==> src/rtl/cpu_pkg.sv <==
// Shared fetch-stage types and constants: FSM states, PC-mux select, NOP and reset PC.
// imem handshake: a beat transfers when imem_req && imem_ready in the same cycle; while imem_req is high without imem_ready, imem_addr holds.
package cpu_pkg;

    typedef enum logic [1:0] {
        FETCH = 2'd0,
        SKID  = 2'd1,
        KILL  = 2'd2
    } fetch_state_e;

    typedef enum logic [1:0] {
        PC_HOLD = 2'd0,
        PC_INC  = 2'd1,
        PC_LOAD = 2'd2
    } pc_sel_e;

    localparam logic [31:0] NOP              = 32'h0000_0013;
    localparam logic [31:0] RESET_PC_DEFAULT = 32'h0000_0000;

endpackage

==> src/rtl/pc_reg.sv <==
// Fetch PC register with its hold / increment / load next-PC mux.
module pc_reg
    import cpu_pkg::*;
#(
    parameter int                    DATA_WIDTH = 32,
    parameter logic [DATA_WIDTH-1:0] RESET_PC   = DATA_WIDTH'(RESET_PC_DEFAULT)
) (
    input  logic                  clk,
    input  logic                  rst_n,
    input  logic [1:0]            pc_sel_i,
    input  logic [DATA_WIDTH-1:0] load_pc_i,
    output logic [DATA_WIDTH-1:0] pc_o
);

    logic [DATA_WIDTH-1:0] pc_q;
    logic [DATA_WIDTH-1:0] pc_d;

    // Increment wraps naturally at the top of the address space.
    always_comb begin
        pc_d = pc_q;
        case (pc_sel_i)
            PC_INC:  pc_d = pc_q + DATA_WIDTH'(4);
            PC_LOAD: pc_d = load_pc_i;
            default: pc_d = pc_q;
        endcase
    end

    always_ff @(posedge clk or negedge rst_n) begin
        if (!rst_n) begin
            pc_q <= RESET_PC;
        end else begin
            pc_q <= pc_d;
        end
    end

    assign pc_o = pc_q;

endmodule

==> src/rtl/fetch_stage.sv <==
// Instruction fetch stage: PC, imem request, one-entry skid buffer, F->D pipeline registers.
// KILL remembers a redirect that arrived while a request was still waiting for imem_ready.
module fetch_stage
    import cpu_pkg::*;
#(
    parameter int                    DATA_WIDTH = 32,
    parameter logic [DATA_WIDTH-1:0] RESET_PC   = DATA_WIDTH'(RESET_PC_DEFAULT)
) (
    input  logic                  clk,
    input  logic                  rst_n,
    input  logic                  stall_d,
    input  logic                  flush_d,
    input  logic                  pc_src_e,
    input  logic [DATA_WIDTH-1:0] pc_target_e,
    output logic                  imem_req,
    output logic [DATA_WIDTH-1:0] imem_addr,
    input  logic                  imem_ready,
    input  logic [DATA_WIDTH-1:0] imem_rdata,
    output logic [DATA_WIDTH-1:0] instr_d,
    output logic [DATA_WIDTH-1:0] pc_d,
    output logic [DATA_WIDTH-1:0] pc_plus4_d,
    output logic                  valid_d,
    output logic [1:0]            fsm_state
);

    localparam logic [DATA_WIDTH-1:0] NOP_W = DATA_WIDTH'(NOP);

    fetch_state_e          state_q, state_d;
    logic [DATA_WIDTH-1:0] instr_d_q, instr_d_d;
    logic [DATA_WIDTH-1:0] pc_d_q, pc_d_d;
    logic                  valid_d_q, valid_d_d;
    logic [DATA_WIDTH-1:0] skid_instr_q, skid_instr_d;
    logic [DATA_WIDTH-1:0] skid_pc_q, skid_pc_d;
    logic [DATA_WIDTH-1:0] kill_tgt_q, kill_tgt_d;
    logic [DATA_WIDTH-1:0] pc_f, pc_load, tgt_aligned;
    pc_sel_e               pc_sel;
    logic                  xfer;

    pc_reg #(
        .DATA_WIDTH (DATA_WIDTH),
        .RESET_PC   (RESET_PC)
    ) u_pc_reg (
        .clk       (clk),
        .rst_n     (rst_n),
        .pc_sel_i  (pc_sel),
        .load_pc_i (pc_load),
        .pc_o      (pc_f)
    );

    // Gated with rst_n so the request drops the moment reset asserts.
    assign imem_req    = rst_n && (state_q != SKID);
    assign imem_addr   = pc_f;
    assign xfer        = imem_req && imem_ready;
    assign tgt_aligned = pc_target_e & ~DATA_WIDTH'(3);

    always_comb begin
        state_d      = state_q;
        instr_d_d    = instr_d_q;
        pc_d_d       = pc_d_q;
        valid_d_d    = valid_d_q;
        skid_instr_d = skid_instr_q;
        skid_pc_d    = skid_pc_q;
        kill_tgt_d   = kill_tgt_q;
        pc_sel       = PC_HOLD;
        pc_load      = tgt_aligned;

        if (pc_src_e) begin
            valid_d_d    = 1'b0;
            instr_d_d    = NOP_W;
            skid_instr_d = NOP_W;
            skid_pc_d    = '0;
            if (imem_req && !imem_ready) begin
                kill_tgt_d = tgt_aligned;
                state_d    = KILL;
            end else begin
                pc_sel  = PC_LOAD;
                state_d = FETCH;
            end
        end else if (flush_d) begin
            valid_d_d    = 1'b0;
            instr_d_d    = NOP_W;
            skid_instr_d = NOP_W;
            skid_pc_d    = '0;
            // A pending redirect still has to land even while decode flushes.
            if (state_q == KILL) begin
                if (xfer) begin
                    pc_sel  = PC_LOAD;
                    pc_load = kill_tgt_q;
                    state_d = FETCH;
                end
            end else begin
                state_d = FETCH;
            end
        end else begin
            case (state_q)
                FETCH: begin
                    if (xfer && !stall_d) begin
                        instr_d_d = imem_rdata;
                        pc_d_d    = pc_f;
                        valid_d_d = 1'b1;
                        pc_sel    = PC_INC;
                    end else if (xfer) begin
                        skid_instr_d = imem_rdata;
                        skid_pc_d    = pc_f;
                        pc_sel       = PC_INC;
                        state_d      = SKID;
                    end else if (!stall_d) begin
                        valid_d_d = 1'b0;
                        instr_d_d = NOP_W;
                    end
                end
                SKID: begin
                    if (!stall_d) begin
                        instr_d_d    = skid_instr_q;
                        pc_d_d       = skid_pc_q;
                        valid_d_d    = 1'b1;
                        skid_instr_d = NOP_W;
                        skid_pc_d    = '0;
                        state_d      = FETCH;
                    end
                end
                KILL: begin
                    if (xfer) begin
                        pc_sel  = PC_LOAD;
                        pc_load = kill_tgt_q;
                        state_d = FETCH;
                    end
                    if (!stall_d) begin
                        valid_d_d = 1'b0;
                        instr_d_d = NOP_W;
                    end
                end
                default: state_d = FETCH;
            endcase
        end
    end

    always_ff @(posedge clk or negedge rst_n) begin
        if (!rst_n) begin
            state_q      <= FETCH;
            instr_d_q    <= NOP_W;
            pc_d_q       <= '0;
            valid_d_q    <= 1'b0;
            skid_instr_q <= NOP_W;
            skid_pc_q    <= '0;
            kill_tgt_q   <= '0;
        end else begin
            state_q      <= state_d;
            instr_d_q    <= instr_d_d;
            pc_d_q       <= pc_d_d;
            valid_d_q    <= valid_d_d;
            skid_instr_q <= skid_instr_d;
            skid_pc_q    <= skid_pc_d;
            kill_tgt_q   <= kill_tgt_d;
        end
    end

    assign instr_d    = instr_d_q;
    assign pc_d       = pc_d_q;
    assign pc_plus4_d = pc_d_q + DATA_WIDTH'(4);
    assign valid_d    = valid_d_q;
    assign fsm_state  = state_q;

endmodule

==> config.mk <==
export PLATFORM = sky130hd
export DESIGN_NAME = fetch_stage
export DESIGN_NICKNAME = d
export VERILOG_FILES = /design/src/rtl/cpu_pkg.sv /design/src/rtl/pc_reg.sv /design/src/rtl/fetch_stage.sv
export SDC_FILE = /design/constraint.sdc
export NUM_CORES = 1
export LEC_CHECK = 0
export CAP_MARGIN = 20
export CORE_ASPECT_RATIO = 0.7
export CORE_MARGIN = 1
export CORE_UTILIZATION = 55
export CTS_CLUSTER_DIAMETER = 150
export CTS_CLUSTER_SIZE = 24
export DETAILED_ROUTE_END_ITERATION = 10
export GPL_ROUTABILITY_DRIVEN = 1
export HOLD_SLACK_MARGIN = 0.12
export MAX_ROUTING_LAYER = met4
export PLACE_DENSITY = 0.87
export SETUP_SLACK_MARGIN = 0.05
export SYNTH_ARGS = -nofsm -noshare
export SYNTH_HDL_FRONTEND = slang
export SYNTH_SLANG_ARGS = --single-unit
==> constraint.sdc <==
create_clock -name clk -period 6.1 [get_ports clk]
set_input_delay 1.22 -clock clk [delete_from_list [all_inputs] [get_ports clk]]
set_output_delay 1.22 -clock clk [all_outputs]
set_load 0.02 [all_outputs]
After elaboration in Yosys (flattened, before gate mapping)
Cells that the tools add are included.
{"block": "totals", "ff_bits": 193, "inputBits": 70, "output_inout_bits": 132, "word_cells": 89}
{"block": "op_classes", "n_reduce_logical": 16, "eq_ne": 11, "muxes": 50, "add_sub_neg": 2, "n_bitwise": 2}
{"cell": "32-bit two-way mux", "n": 21}
{"cell": "32-bit one-hot mux with 2 select lines", "n": 4}
{"cell": "32-bit one-hot mux with 3 select lines", "n": 1}
{"cell": "32-bit by 3-bit adder with 32-bit output, second input constant", "n": 2}
{"cell": "2-bit two-way mux", "n": 13}
{"cell": "4-bit inequality test, second input constant", "n": 3}
{"cell": "1-bit two-way mux", "n": 8}
{"cell": "2-bit one-hot mux with 3 select lines", "n": 1}
{"cell": "3-bit AND reduction", "n": 2}
{"cell": "5-bit inequality test, second input constant", "n": 1}
{"cell": "5-bit AND reduction", "n": 1}
{"cell": "5-bit nonzero test", "n": 1}
{"cell": "2-bit by 1-bit equality test with 1-bit output, second input constant", "n": 2}
{"cell": "2-bit equality test, second input constant", "n": 2}
{"cell": "1-bit logical AND", "n": 4}
{"cell": "2-bit inequality test, second input constant", "n": 2}
{"cell": "2-bit one-hot mux with 2 select lines", "n": 1}
{"cell": "4-bit AND reduction", "n": 1}
{"cell": "2-bit nonzero test", "n": 2}
{"cell": "4-bit nonzero test", "n": 1}
{"cell": "1-bit one-hot mux with 3 select lines", "n": 1}
{"cell": "1-bit zero test", "n": 2}
{"cell": "2-bit zero test", "n": 1}
{"cell": "2-bit by 1-bit inequality test with 1-bit output, second input constant", "n": 1}
{"cell": "2 further kinds", "n": 3}

Logic depth before layout (Yosys ltp)
{"block": "depth", "word_depth": 10, "mapped_depth": 13, "mapped_depth_nobuf": 11}

Hierarchy
Synthesis repeated with hierarchy kept, for this count alone.
{"block": "hier_totals", "hier_cells": 1059, "hier_area_um2": 10401.2}
{"module": "fetch_stage", "cells_each": 820, "area_per_inst_um2": 8374.3, "n_inst": 1}
{"module": "pc_reg", "cells_each": 239, "area_per_inst_um2": 2026.9, "n_inst": 1}

Worst setup path after synthesis
No wires, ideal clock.
{"block": "synth_path", "kind": "input to register", "startpoint": "input port rst_n", "endpoint": "register u_pc_reg.pc_q[31], in the netlist u_pc_reg.pc_o[31]", "cell_stages": 11, "required_ns": 6.023, "path_buffers": 3, "path_slack_ns": 2.786, "arrival_time_ns": 3.237, "path_cell_list": "nor2b_1 > nor2b_1 > nor2_1 > ha_1 > clkbuf_1 > inv_1 > clkbuf_1 > nand2_1 > clkbuf_1 > o22ai_1 > a21oi_1"}
{"block": "synth_via", "elab_chain_len": 9}
{"element": "from (decl)", "line": "fetch_stage.sv:10", "source": "input logic rst_n,"}
{"element": "1-bit logical AND (*)", "line": "fetch_stage.sv:51", "source": "assign imem_req = rst_n && (state_q != SKID);"}
{"element": "1-bit logical AND", "line": "fetch_stage.sv:53", "source": "assign xfer = imem_req && imem_ready;"}
{"element": "1-bit two-way mux or 1-bit logical AND (tied branches)", "line": "fetch_stage.sv:102, fetch_stage.sv:97"}
{"element": "1-bit two-way mux", "line": "fetch_stage.sv:97", "source": "if (xfer && !stall_d) begin"}
{"element": "2-bit one-hot mux with 2 select lines", "line": "fetch_stage.sv:95", "source": "case (state_q)"}
{"element": "2-bit two-way mux", "line": "fetch_stage.sv:79", "source": "end else if (flush_d) begin"}
{"element": "2-bit two-way mux", "line": "fetch_stage.sv:67", "source": "if (pc_src_e) begin"}
{"element": "2-bit equality test or 2-bit by 1-bit equality test with 1-bit output (tied branches)", "line": "pc_reg.sv:21", "source": "case (pc_sel_i)"}
{"element": "32-bit one-hot mux with 2 select lines or 2-bit nonzero test (tied branches)"}
{"element": "to (signal assigned)", "line": "pc_reg.sv:32", "source": "pc_q <= pc_d;"}
{"element": "to (decl)", "line": "pc_reg.sv:15", "source": "logic [DATA_WIDTH-1:0] pc_q;"}
Mark *: on every way between the ends. The rest lies on a longest branch, timed or not.
A chain may end at the register's enable or synchronous reset.

Worst setup path after layout
{"block": "layout_path", "startpoint": "register pc_d_q[2], in the netlist pc_d[2]", "endpoint": "output port pc_plus4_d[30]"}
{"block": "layout_via", "elab_chain_len": 1}
{"element": "from (decl)", "line": "fetch_stage.sv:30", "source": "logic [DATA_WIDTH-1:0] pc_d_q, pc_d_d;"}
{"element": "from (signal assigned)", "line": "fetch_stage.sv:150", "source": "pc_d_q <= pc_d_d;"}
{"element": "32-bit by 3-bit adder with 32-bit output", "line": "fetch_stage.sv:160", "source": "assign pc_plus4_d = pc_d_q + DATA_WIDTH'(4);"}
{"element": "to (decl)", "line": "fetch_stage.sv:21", "source": "output logic [DATA_WIDTH-1:0] pc_plus4_d,"}
Every way passes these cells.

==> flow_metrics.tcl <==
set metrics [dict create \
    power_leakage_uw 0.00510 \
    power.switching_uw 1520 \
    ir_drop_mv 0.195 \
    finalNetCount 1214 \
    yosys_register_bits 189 \
    grt_start_max_net_pins 100 \
    drtIter0Drc 958 \
    clockBufferDepth 2 \
    place_congestion 0.925 \
    p_per_area_nw_per_um2 339 \
    synth.distinct_cells 64 \
    outcome "completed" \
    cp_data_arrival_time_ns 3.01 \
    rsz0062_at_grt "no" \
    crit_start "pc_d[2]" \
    crit_required_ns 4.88 \
    ios 202 \
    crit_path_max_incr_delay_ns 0.62 \
    p_int_uw 2610 \
    die_y_um 112 \
    clk_pin_slew_ns 0.08 \
    fin_skew_ns 0.0124 \
    final_cells 1375 \
    cts_hold_buf 0 \
    fin_crit_sh_pct 69.3 \
    die-area_um2 17800 \
    wl_per_cell_um 18.3 \
    seqPwrFrac_pct 42.6 \
    critPathSlowestCell "clkdlybuf4s50_1" \
    cts_num_sinks 189 \
    num-fill-cells 1191 \
    r2r-start "fsm_state[1]" \
    postCtsSetupRepairBufs 0 \
    syn_inst 976 \
    maxSlewHeadroom_pct 25.9 \
    antenna_found_initial 0 \
    wirelength_um 25200 \
    pwr-share-clk_pct 26.0 \
    core_um2 16600 \
    finalSetupViolCount 0 \
    fp.dieW_um 159 \
    port_buffers 197 \
    period_minus_slack_ns 4.23 \
    grt_pass1_wl_um 40600 \
    ant_nets 0 \
    drv_cap 0 \
    reg2reg_depth 11 \
    grt_pass1_vias 7593 \
    yosys_warnings 0 \
    synth-compound-area-share_pct 16.6 \
    n_antenna_cell 0 \
    dr_total_vias 8073 \
    numCtsBuffers 17 \
    startpoint_type "register" \
    cts_root_buffer "clkbuf_16" \
    critPathCaptureType "primary output" \
    cp.buffers_inverters 2 \
    synthFlopType "dfrtp_1" \
    htree_levels 4 \
    critPathTopFamily "simple AND/OR/NAND/NOR gates" \
    worstSkewPairLatency_ns 0.43 \
    hold_violations 0 \
    synth_top_family_by_area "simple AND/OR/NAND/NOR gates" \
    seq_area_frac_synth_pct 50.0 \
    overflow 0 \
    cts_resized 0 \
    place_area_um2 11600 \
    worstHoldStart "skid_instr_q[4]" \
    combPwrFrac_pct 31.5 \
    drive_above_1_share_pct 9.65 \
    dp_cells 1342 \
    r2r_end "u_pc_reg.pc_o[11]" \
    cts_tree "yes" \
    synth_area_um2 9480 \
    synth_xor_area_share_pct 2.67 \
    post_synth_mux_area_share_pct 9.12 \
    fin_tns_setup_ns 0 \
    synth-adder-area-share_pct 0.924 \
    tightest_slew_ns 1.11 \
    start_util_pct 57.1 \
    final_cell_area_um2 12200 \
    drt_first_pass_iters 5 \
    hp-class "register to register" \
    synth_edf_count 0 \
    post_drt_via_cell_ratio 5.87 \
    maxSlewViolCount 0 \
    avgSynthCellArea_um2 9.71 \
    reg2reg_slack_ns 2.34 \
    synth-simple-area-share_pct 16.7 \
    crit_type "register to primary output" \
    track_usage_pct 29.9 \
    p_sw_share_pct 36.7 \
    rows 39 \
    crit_chain "ha_1 > inv_1 > nor2_1 > nand3_2 > or4_4 > xnor2_2 > clkdlybuf4s50_1" \
    drc 0 \
    area_growth_pct 28.4 \
    dp_hpwl_um 17500 \
    async_flop_share_pct 100 \
    path_max_fanout 6 \
    hold_end "skid_instr_q[4]" \
    fmax_mhz 236 \
    whs_path_depth 2 \
]
cells by family (layout without fill, tap and decap cells):
group / after synthesis / after routing
DFF: 189 / 189
xor gates and xnor gates: 28 / 28
adders and majority gates: 7 / 7
buffers and inverters: 89 / 262
other: 1 / 2
AOI/OAI and AO/OA: 247 / 247
muxes: 82 / 82
and+or+nand+nor: 333 / 333
worst reg2reg max path, stage by stage, from the launching register on:
cell and delay, ns:
dfrtp_1 0.39, inv_1 0.09, ha_2 0.17, buf_4 0.30, and3b_1 0.33, and2_1 0.29
nand2_1 0.10, ha_1 0.67, inv_1 0.33, nand2_1 0.50, a21oi_1 0.17, a221o_1 0.31
worst max-delay path by stage:
| stage | end | slack (ns) | cells after the start |
|---|---|---|---|
| floorplan | u_pc_reg.pc_o[31] | 2.79 | 11 |
| global placement | u_pc_reg.pc_o[11] | 1.72 | 9 |
| detailed placement | u_pc_reg.pc_o[11] | 1.69 | 9 |
| CTS | pc_plus4_d[30] | 1.84 | 7 |
| global route | pc_plus4_d[30] | 1.67 | 7 |
| finish | pc_plus4_d[30] | 1.87 | 7 |
cells in the mapped netlist, types with 14 or more instances:
cell type	number	area (um2)
mux2i_1	47	470
a22oi_1	37	278
xor2_1	14	123
nand2_1	180	676
dfrtp_1	183	4580
inv_1	17	63.8
a22o_1	27	236
a21oi_1	26	130
o21ai_0	107	536
buf_2	16	80.1
nor3_1	20	100
nor2_1	33	124
nand4_1	15	93.8
and3_1	14	87.6
nand3_1	22	110
mux2_2	35	394
clkbuf_1	49	184
placed cells by master, fill, tap and decap left out, types with 4 or more instances in the layout:
cell type / instances
xnor2_1: 13
o22a_1: 6
nor4_1: 4
dfrtp_1: 183
mux2i_1: 47
a21oi_1: 25
a22oi_1: 37
nand4_1: 15
clkdlybuf4s50_1: 196
ha_1: 6
a31oi_1: 13
o21ai_0: 107
clkinv_8: 4
or2_2: 4
and4_1: 7
inv_1: 17
nor2b_1: 7
nand3_1: 22
and2_1: 6
clkbuf_16: 17
mux2_2: 35
a22o_1: 27
xor2_1: 14
and3_1: 14
nand2b_1: 5
o22ai_1: 4
nand2_1: 180
nor3_1: 19
dfstp_2: 6
nor2_1: 32
inv_6: 6
buf_4: 15
per-layer routing:
metal  GRT usage, %  share of wire [%]  up-vias
met5              -                  0        -
met4           6.03                1.2        0
met3           7.90                8.4       22
met2           42.0                 44      372
met1           43.4                 46     3883
li1               -                  -     3796
layout make-up:
cell class	instances	area, um2	share of cell area (%)
clock buffer	17	425	3.50
clock inverter	15	151	1.24
sequential	189	4740	38.9
timing repair buffer	213	2120	17.4
multi-input combinational	699	4400	36.1
tap	225	282	2.31
inverter	17	63.8	0.524
flip-flops by register name (all words and copies together) (netlist names):
signal	flops
valid_d	1
fsm_state	2
pc_d	31
instr_d	32
kill_tgt_q	30
skid_instr_q	32
skid_pc_q	31
u_pc_reg.pc_o	30
through the flow:
stage | hold WS (ns) | setup WS, ns | power, uW | utilization (%)
2_1_floorplan | 0.442 | 2.79 | 2370 | -
3_3_place_gp | 0.447 | 1.72 | 3020 | 69.7
3_5_place_dp | 0.460 | 1.69 | 3060 | 69.7
4_1_cts | 0.470 | 1.84 | 4130 | 73.2
5_1_grt | 0.487 | 1.67 | 4310 | 73.4
6_report | 0.468 | 1.87 | 4120 | 73.4
power groups by stage:
stage,logic (uW),registers [uW],clock network [uW]
global route,1390,1780,1140
CTS,1300,1740,1080
global placement,1270,1750,0
floorplan,543,1830,0
finish,1300,1760,1070
detailed placement,1290,1770,0
(Power assumes the default switching activity.)
